==> src/rtl/gearbox_pkg.sv <==
// Shared constants and helpers for the 36-to-32 bit host gearbox.
package gearbox_pkg;

    localparam int FIFO_WIDTH = 36;
    localparam int OUT_WIDTH  = 32;
    localparam int BUF_WIDTH  = 68;
    localparam int GEAR_NUM   = 9;
    localparam int GEAR_DEN   = 8;

    // Eight 36-bit words carry exactly nine 32-bit words, so a frame never needs padding.
    function automatic int out_words_per_frame(input int frame_words);
        return (frame_words * GEAR_NUM) / GEAR_DEN;
    endfunction

endpackage

==> src/rtl/fifo_host_gearbox.sv <==
// Repacks 36-bit capture FIFO words LSB-first into a 32-bit valid/ready host stream,
// flagging the last word of each frame and counting completed frames.
module fifo_host_gearbox
    import gearbox_pkg::*;
#(
    parameter int FRAME_WORDS = 64,
    parameter int FCNT_WIDTH  = 16
) (
    input  logic                  clk,
    input  logic                  rst,
    input  logic                  fifo_empty,
    output logic                  fifo_rd_en,
    input  logic [FIFO_WIDTH-1:0] fifo_dout,
    output logic [OUT_WIDTH-1:0]  dout,
    output logic                  dout_valid,
    input  logic                  dout_ready,
    output logic                  dout_last,
    output logic [FCNT_WIDTH-1:0] frame_count
);

    localparam int OUT_FRAME = out_words_per_frame(FRAME_WORDS);
    localparam int OCNT_W    = $clog2(OUT_FRAME);
    localparam int ICNT_W    = $clog2(FRAME_WORDS + 1);
    localparam int CNT_W     = $clog2(BUF_WIDTH);
    localparam logic [OCNT_W-1:0] OUT_LAST = OCNT_W'(OUT_FRAME - 1);
    localparam logic [CNT_W-1:0]  OUT_BITS = CNT_W'(OUT_WIDTH);
    localparam logic [CNT_W-1:0]  IN_BITS  = CNT_W'(FIFO_WIDTH);

    if (FRAME_WORDS <= 0 || (FRAME_WORDS % GEAR_DEN) != 0) begin : g_bad_frame_words
        $error("fifo_host_gearbox: FRAME_WORDS must be a nonzero multiple of 8");
    end

    logic [BUF_WIDTH-1:0]  buf_q, buf_d;
    logic [CNT_W-1:0]      cnt_q, cnt_d;
    logic                  rd_pend_q, rd_pend_d;
    logic [ICNT_W-1:0]     in_cnt_q, in_cnt_d;
    logic [OCNT_W-1:0]     out_cnt_q, out_cnt_d;
    logic [FCNT_WIDTH-1:0] frame_count_q, frame_count_d;

    logic                  handshake;
    logic                  last_handshake;
    logic [BUF_WIDTH-1:0]  buf_shift;
    logic [CNT_W-1:0]      cnt_shift;

    // Reads only start while less than one output word is buffered, which keeps cnt <= 67.
    assign fifo_rd_en  = !fifo_empty && !rd_pend_q && (cnt_q < OUT_BITS) && !rst;
    assign dout        = buf_q[OUT_WIDTH-1:0];
    assign dout_valid  = (cnt_q >= OUT_BITS);
    assign dout_last   = dout_valid && (out_cnt_q == OUT_LAST);
    assign frame_count = frame_count_q;

    assign handshake      = dout_valid && dout_ready;
    assign last_handshake = handshake && (out_cnt_q == OUT_LAST);

    // Output shift is applied before the returning read word is appended behind it.
    always_comb begin
        buf_shift     = buf_q;
        cnt_shift     = cnt_q;
        buf_d         = buf_q;
        cnt_d         = cnt_q;
        rd_pend_d     = fifo_rd_en;
        in_cnt_d      = in_cnt_q;
        out_cnt_d     = out_cnt_q;
        frame_count_d = frame_count_q;

        if (handshake) begin
            buf_shift = buf_q >> OUT_WIDTH;
            cnt_shift = cnt_q - OUT_BITS;
        end
        buf_d = buf_shift;
        cnt_d = cnt_shift;

        if (rd_pend_q) begin
            buf_d    = buf_shift | (BUF_WIDTH'(fifo_dout) << cnt_shift);
            cnt_d    = cnt_shift + IN_BITS;
            in_cnt_d = in_cnt_q + ICNT_W'(1);
        end

        if (handshake) begin
            out_cnt_d = out_cnt_q + OCNT_W'(1);
        end

        if (last_handshake) begin
            out_cnt_d     = '0;
            in_cnt_d      = rd_pend_q ? ICNT_W'(1) : '0;
            frame_count_d = frame_count_q + FCNT_WIDTH'(1);
        end
    end

    always_ff @(posedge clk) begin
        if (rst) begin
            buf_q         <= '0;
            cnt_q         <= '0;
            rd_pend_q     <= 1'b0;
            in_cnt_q      <= '0;
            out_cnt_q     <= '0;
            frame_count_q <= '0;
        end else begin
            buf_q         <= buf_d;
            cnt_q         <= cnt_d;
            rd_pend_q     <= rd_pend_d;
            in_cnt_q      <= in_cnt_d;
            out_cnt_q     <= out_cnt_d;
            frame_count_q <= frame_count_d;
        end
    end

endmodule
==> config.mk <==
export PLATFORM = sky130hd
export DESIGN_NAME = fifo_host_gearbox
export DESIGN_NICKNAME = d
export VERILOG_FILES = /design/src/rtl/gearbox_pkg.sv /design/src/rtl/fifo_host_gearbox.sv
export SDC_FILE = /design/constraint.sdc
export NUM_CORES = 1
export LEC_CHECK = 0
export CELL_PAD_IN_SITES_DETAIL_PLACEMENT = 1
export CELL_PAD_IN_SITES_GLOBAL_PLACEMENT = 2
export CORE_UTILIZATION = 33
export CTS_CLUSTER_DIAMETER = 120
export DETAILED_ROUTE_END_ITERATION = 10
export PLACE_DENSITY = 0.8
export SLEW_MARGIN = 0
export SYNTH_ARGS = -nofsm -noshare
export SYNTH_HDL_FRONTEND = slang
export SYNTH_SLANG_ARGS = --single-unit
==> constraint.sdc <==
create_clock -name clk -period 3.4 [get_ports clk]
set_input_delay 0.68 -clock clk [delete_from_list [all_inputs] [get_ports clk]]
set_output_delay 0.68 -clock clk [all_outputs]
set_load 0.02 [all_outputs]
Word level (Yosys, flattened, before mapping)
Cells that the tools add are included.

$add $sub $neg: 4. Order comparisons: 2. Equal/unequal tests: 1. Shift-type cells: 1. Multiplexer cells: 4. Bitwise operators: 1. Reductions and logical operators: 10.

Operators by type and width (count): 68-bit two-way mux (2); 68-bit bitwise OR (1); 36-bit by 7-bit << shifter with 68-bit output (1); 16-bit by 1-bit adder with 16-bit output (second input constant) (1); 7-bit two-way mux (2); 7-bit by 1-bit adder with 7-bit output (second input constant) (1); 7-bit by 6-bit adder with 7-bit output (second input constant) (1); 7-bit == test (second input constant) (1); 7-bit by 6-bit greater-or-equal comparator with 1-bit output (second input constant) (1); 7-bit by 6-bit < comparator with 1-bit output (second input constant) (1); 7-bit by 6-bit subtractor with 7-bit output (second input constant) (1); 1-bit logical AND (6); 1-bit zero test (3); 2-bit OR reduction (1).

Flip-flop bits (word level): 99. Output and inout bits: 51.

Depth between registers and ports, before layout
Gate-level depths: netlist of run 1.

Word-level depth: 6. Mapped depth: 12.

Least setup slack after synthesis of run 1
No wires, ideal clock.

Kind: register to register. From: reg cnt_q[2]. To: reg buf_q[37]. Data arrival time: 2.589 ns. Data required time: 3.330 ns. Path slack: 0.741 ns. Cell stages (with the launch flop): 11. Period minus slack after synthesis: 2.659 ns. Cells stage by stage: dfxtp_1 buf_2 inv_2 buf_2 ha_1 or3b_1 a311o_1 buf_6 buf_6 a2111o_1 a21oi_1.

Word-level cells in the longest chain between the ends: 6. Elaborated cells on any way between the ends: 8. Classes of those cells: add/sub (1); order compare (1); shift (1); mux (3); bitwise (1); reduce/logical (1).

RTL lines: from (decl) (RTL line fifo_host_gearbox.sv:34) `logic [CNT_W-1:0] cnt_q, cnt_d;`; from (signal assigned) (RTL line fifo_host_gearbox.sv:100) `cnt_q <= cnt_d;`; 7-bit by 6-bit greater-or-equal comparator with 1-bit output (RTL line fifo_host_gearbox.sv:48) `assign dout_valid = (cnt_q >= OUT_BITS);`; 1-bit logical AND (RTL line fifo_host_gearbox.sv:52) `assign handshake = dout_valid && dout_ready;`; 7-bit two-way mux (RTL line fifo_host_gearbox.sv:66) `if (handshake) begin`; 36-bit by 7-bit << shifter with 68-bit output (RTL line fifo_host_gearbox.sv:74) `buf_d = buf_shift | (BUF_WIDTH'(fifo_dout) << cnt_shift);`; 68-bit bitwise OR (RTL line fifo_host_gearbox.sv:74); 68-bit two-way mux * (RTL line fifo_host_gearbox.sv:73) `if (rd_pend_q) begin`; to (signal assigned) (RTL line fifo_host_gearbox.sv:99) `buf_q <= buf_d;`; to (decl) (RTL line fifo_host_gearbox.sv:33) `logic [BUF_WIDTH-1:0] buf_q, buf_d;`.

Every way passes the cells marked *; elsewhere a longest branch is shown, timed or not. A chain may end at the register's enable or synchronous reset.

Worst setup path in the final report of run 1
From: reg cnt_q[5]. To: out fifo_rd_en.

Word-level cells in the longest chain between the ends: 3.

RTL lines: 7-bit by 6-bit < comparator with 1-bit output (RTL line fifo_host_gearbox.sv:46) `assign fifo_rd_en = !fifo_empty && !rd_pend_q && (cnt_q < OUT_BITS) && !rst;`; 1-bit logical AND (2 in a row) (RTL line fifo_host_gearbox.sv:46); to (decl) (RTL line fifo_host_gearbox.sv:12) `output logic fifo_rd_en,`.

No other way between the ends.

==> results of run 1 <==
-- final timing paths --
check	endpoint	cells past startpoint	startpoint	slack (ns)
setup / recovery	fifo_rd_en	5	cnt_q[5]	0.41
hold / removal	buf_q[42]	2	buf_q[42]	0.48
setup reg to reg	buf_q[34]	7	cnt_q[5]	0.59
hold reg to reg	buf_q[42]	2	buf_q[42]	0.48
-- worst register-to-register path, stage by stage (launching register included) --
cell and delay, ns:
dfxtp_1 0.42, inv_1 0.11, ha_1 0.32, inv_1 0.19, o21ai_4 0.83, mux2_2 0.45, a221oi_1 0.26, nor3_1 0.09
-- layer usage --
metal / vias to the layer above / track usage (%) / wire (µm)
li1: 2572 / - / -
met1: 2735 / 29.5 / 9250
met2: 141 / 35.5 / 9400
met3: 23 / 3.67 / 893
met4: 0 / 6.78 / 354
met5: - / 0 / 0
-- registers in the layout, indices dropped and copies added, names as in the netlist --
| register | count |
|---|---|
| rd_pend_q | 1 |
| cnt_q | 5 |
| buf_q | 68 |
| frame_count | 16 |
| out_cnt_q | 7 |
-- cells in the final DEF, fill, tap and decap left out, drive strengths merged, types with 8 or more instances in the layout --
cell and instances:
nor2b 8, xnor2 10, clkdlybuf4s50 89, a21oi 21
clkbuf 12, inv 11, nand4 15, mux2i 55
a31oi 18, xor2 11, a32oi 8, nand2 106
buf 23, mux2 38, nor3 18, o22ai 16
a211o 9, nor2 36, dfxtp 97, o21ai 17
-- per-stage QoR --
step	worst slack [ns]	hold slack, ns
floorplan	0.741	0.435
global placement	0.536	0.453
detailed placement	0.474	0.469
CTS	0.378	0.483
global route	0.258	0.496
finish	0.413	0.479
-- final cells by class --
type | count | area (µm²)
clock buffer | 12 | 256
clock inverter | 4 | 51.3
fill | 2034 | 10300
inverter | 11 | 41.3
multi-input combinational | 496 | 3520
sequential | 97 | 1950
tap | 225 | 282
timing repair buffer | 112 | 1090
-- where the power goes --
part	total, µW	internal, µW	switching [µW]
clock	1070	611	456
sequential	1370	1270	104
combinational	2070	809	1260
total	4510	2690	1820
-- logic make-up (layout without fill, tap and decap cells) --
kind of cell               Yosys count  count (layout)
buffers and inverters               99             139
adders and majority gates            5               5
muxes                               99              99
AOI/OAI and AO/OA                  145             145
and+or+nand+nor                    226             226
DFF                                 97              97
xor gates and xnor gates            21              21
==> impl_results.md, run 1 <==
* Status: finished clean
* Worst path bufs/invs at 3
* Final setup viols at 0
* Synth area leaders: dfxtp_1 32%, mux2i_1 9.2%, mux2_2 7.1%
* Max_slew headroom at 32.2%
* WP data required at 2.72 ns
* Synth Instances at 692
* Final Cell Area at 7190 µm²
* IO Pins at 91
* XOR/XNOR share of the synthesized area at 3.07%
* CP Launch Type: register
* Vias/cell at 5.72
* Largest net degree at the start of global routing at 63
* Yosys cell types at 60
* Seq cells post-synth at 97
* Synth Area in Compound Gates at 17.9%
* Max-cap violations at 0
* Avg Synthesized Cell Area at 8.66 µm²
* Slew @ Worst Pin at 1.01 ns
* Power density cells at 628 nW/µm²
* Largest area contributor in the netlist: dfxtp_1
* FP Rows at 48
* Hold buffer count at CTS at 0
* Area delta synth->final at 19.9%
* Final worst-path cycle share at 87.9%
* Mux cell area share after synthesis at 18.6%
* CP Class: reg2out
* RSZ-0062 raised after global routing: no
* Peak VDD IR at 0.000284 V
* Util after Layout at 41.0%
* Placed Area at 6880 µm²
* Critical path cell sequence: inv_1 -> ha_1 -> inv_1 -> nor4_1 -> clkdlybuf4s50_1
* Synth cell count leaders: 106 x nand2_1, 97 x dfxtp_1, 55 x mux2i_1
* CP Data Arrival Time at 2.31 ns
* Cell repeated most along the worst path: inv_1
* Post-CTS Setup Bufs at 0
* CTS tree: done
* Root Driver: clkbuf_16
* Detail Placement HPWL at 14300 µm
* WL/cell at 20.8 µm
* Clock-pin transition on the worst setup and hold timing paths at 0.07 ns
* Syn Nets at 737
* Pre-antenna DRT Iters at 5
* Routed Antenna Nets at 0
* Slowest stage delay, CP at 0.64 ns
* Num CTS Buffers at 9
* Sequential fraction of the synthesis area at 32.4%
* Buffers on Ports at 90
* Clk buf depth at 2
* DP Cell Count at 941
* Max-slew violations at 0
* Top-area cell type share of the netlist area at 32.4%
* EDFF count, synth at 0
* Die height at 137 µm
* Clk sinks at 97
* Synthesized area at 5990 µm²
* Post-route DRC at 0
* Global-route wire length before repair at 31100 µm
* Global Route Usage Sum at 21.9%
* Total power draw at 4510 µW
* Post-route setup TNS at 0 ns
* Initial Util at 34.2%
* Vias in the first global route at 5530
* Proportion of layout cells with a drive suffix above 1 at 13.0%
* Initial drt markers at 400
* Post-synth ARST share at 0%
* CP delay by family, top: buffers and inverters
* Antenna violations before repair at 0
* Ys flop type: dfxtp_1
* Final wirelength at 19900 µm
* Skew-Pair Late Insertion Delay at 0.36 ns
* GP Congestion at 0.843
* Post_cts resized at 0
* Final hold vios at 0
* Largest family of logic cells by synthesized area: multiplexers
* Slowest stage cell, crit path: clkdlybuf4s50_1
* Die width at 137 µm
* Synth Area in Simple Gates at 18.0%
* Achievable Freq at 335 MHz
* H-Tree Depth at 3
* Max FO, Critical Path at 12
* Net count of the finished layout at 772
* Count leader, synth: nand2_1
* Minimum clock period at 2.99 ns
* Via Count at 5471
* Clock Skew at 0.00938 ns
* Yosys warns at 0
* Core ar. at 17500 µm²
* P_leak at 0.00257 µW
* Die Area at 18700 µm²
* Critical Path Sink Type: primary output
* Hold WC Path Type: reg2reg
* Final Non-Filler Cells at 957
* Adder-Cell Fraction of Synth Area at 1.04%
* Grt ovf at 0
* ANT cells at 0
Power figures use the tool's default switching activity.
==> inputs of run 2 (changes only) <==
- SLEW_MARGIN: 0 -> not set
==> results of run 2 <==
The final DEF is identical to that of run 1; final timing and power are the same.
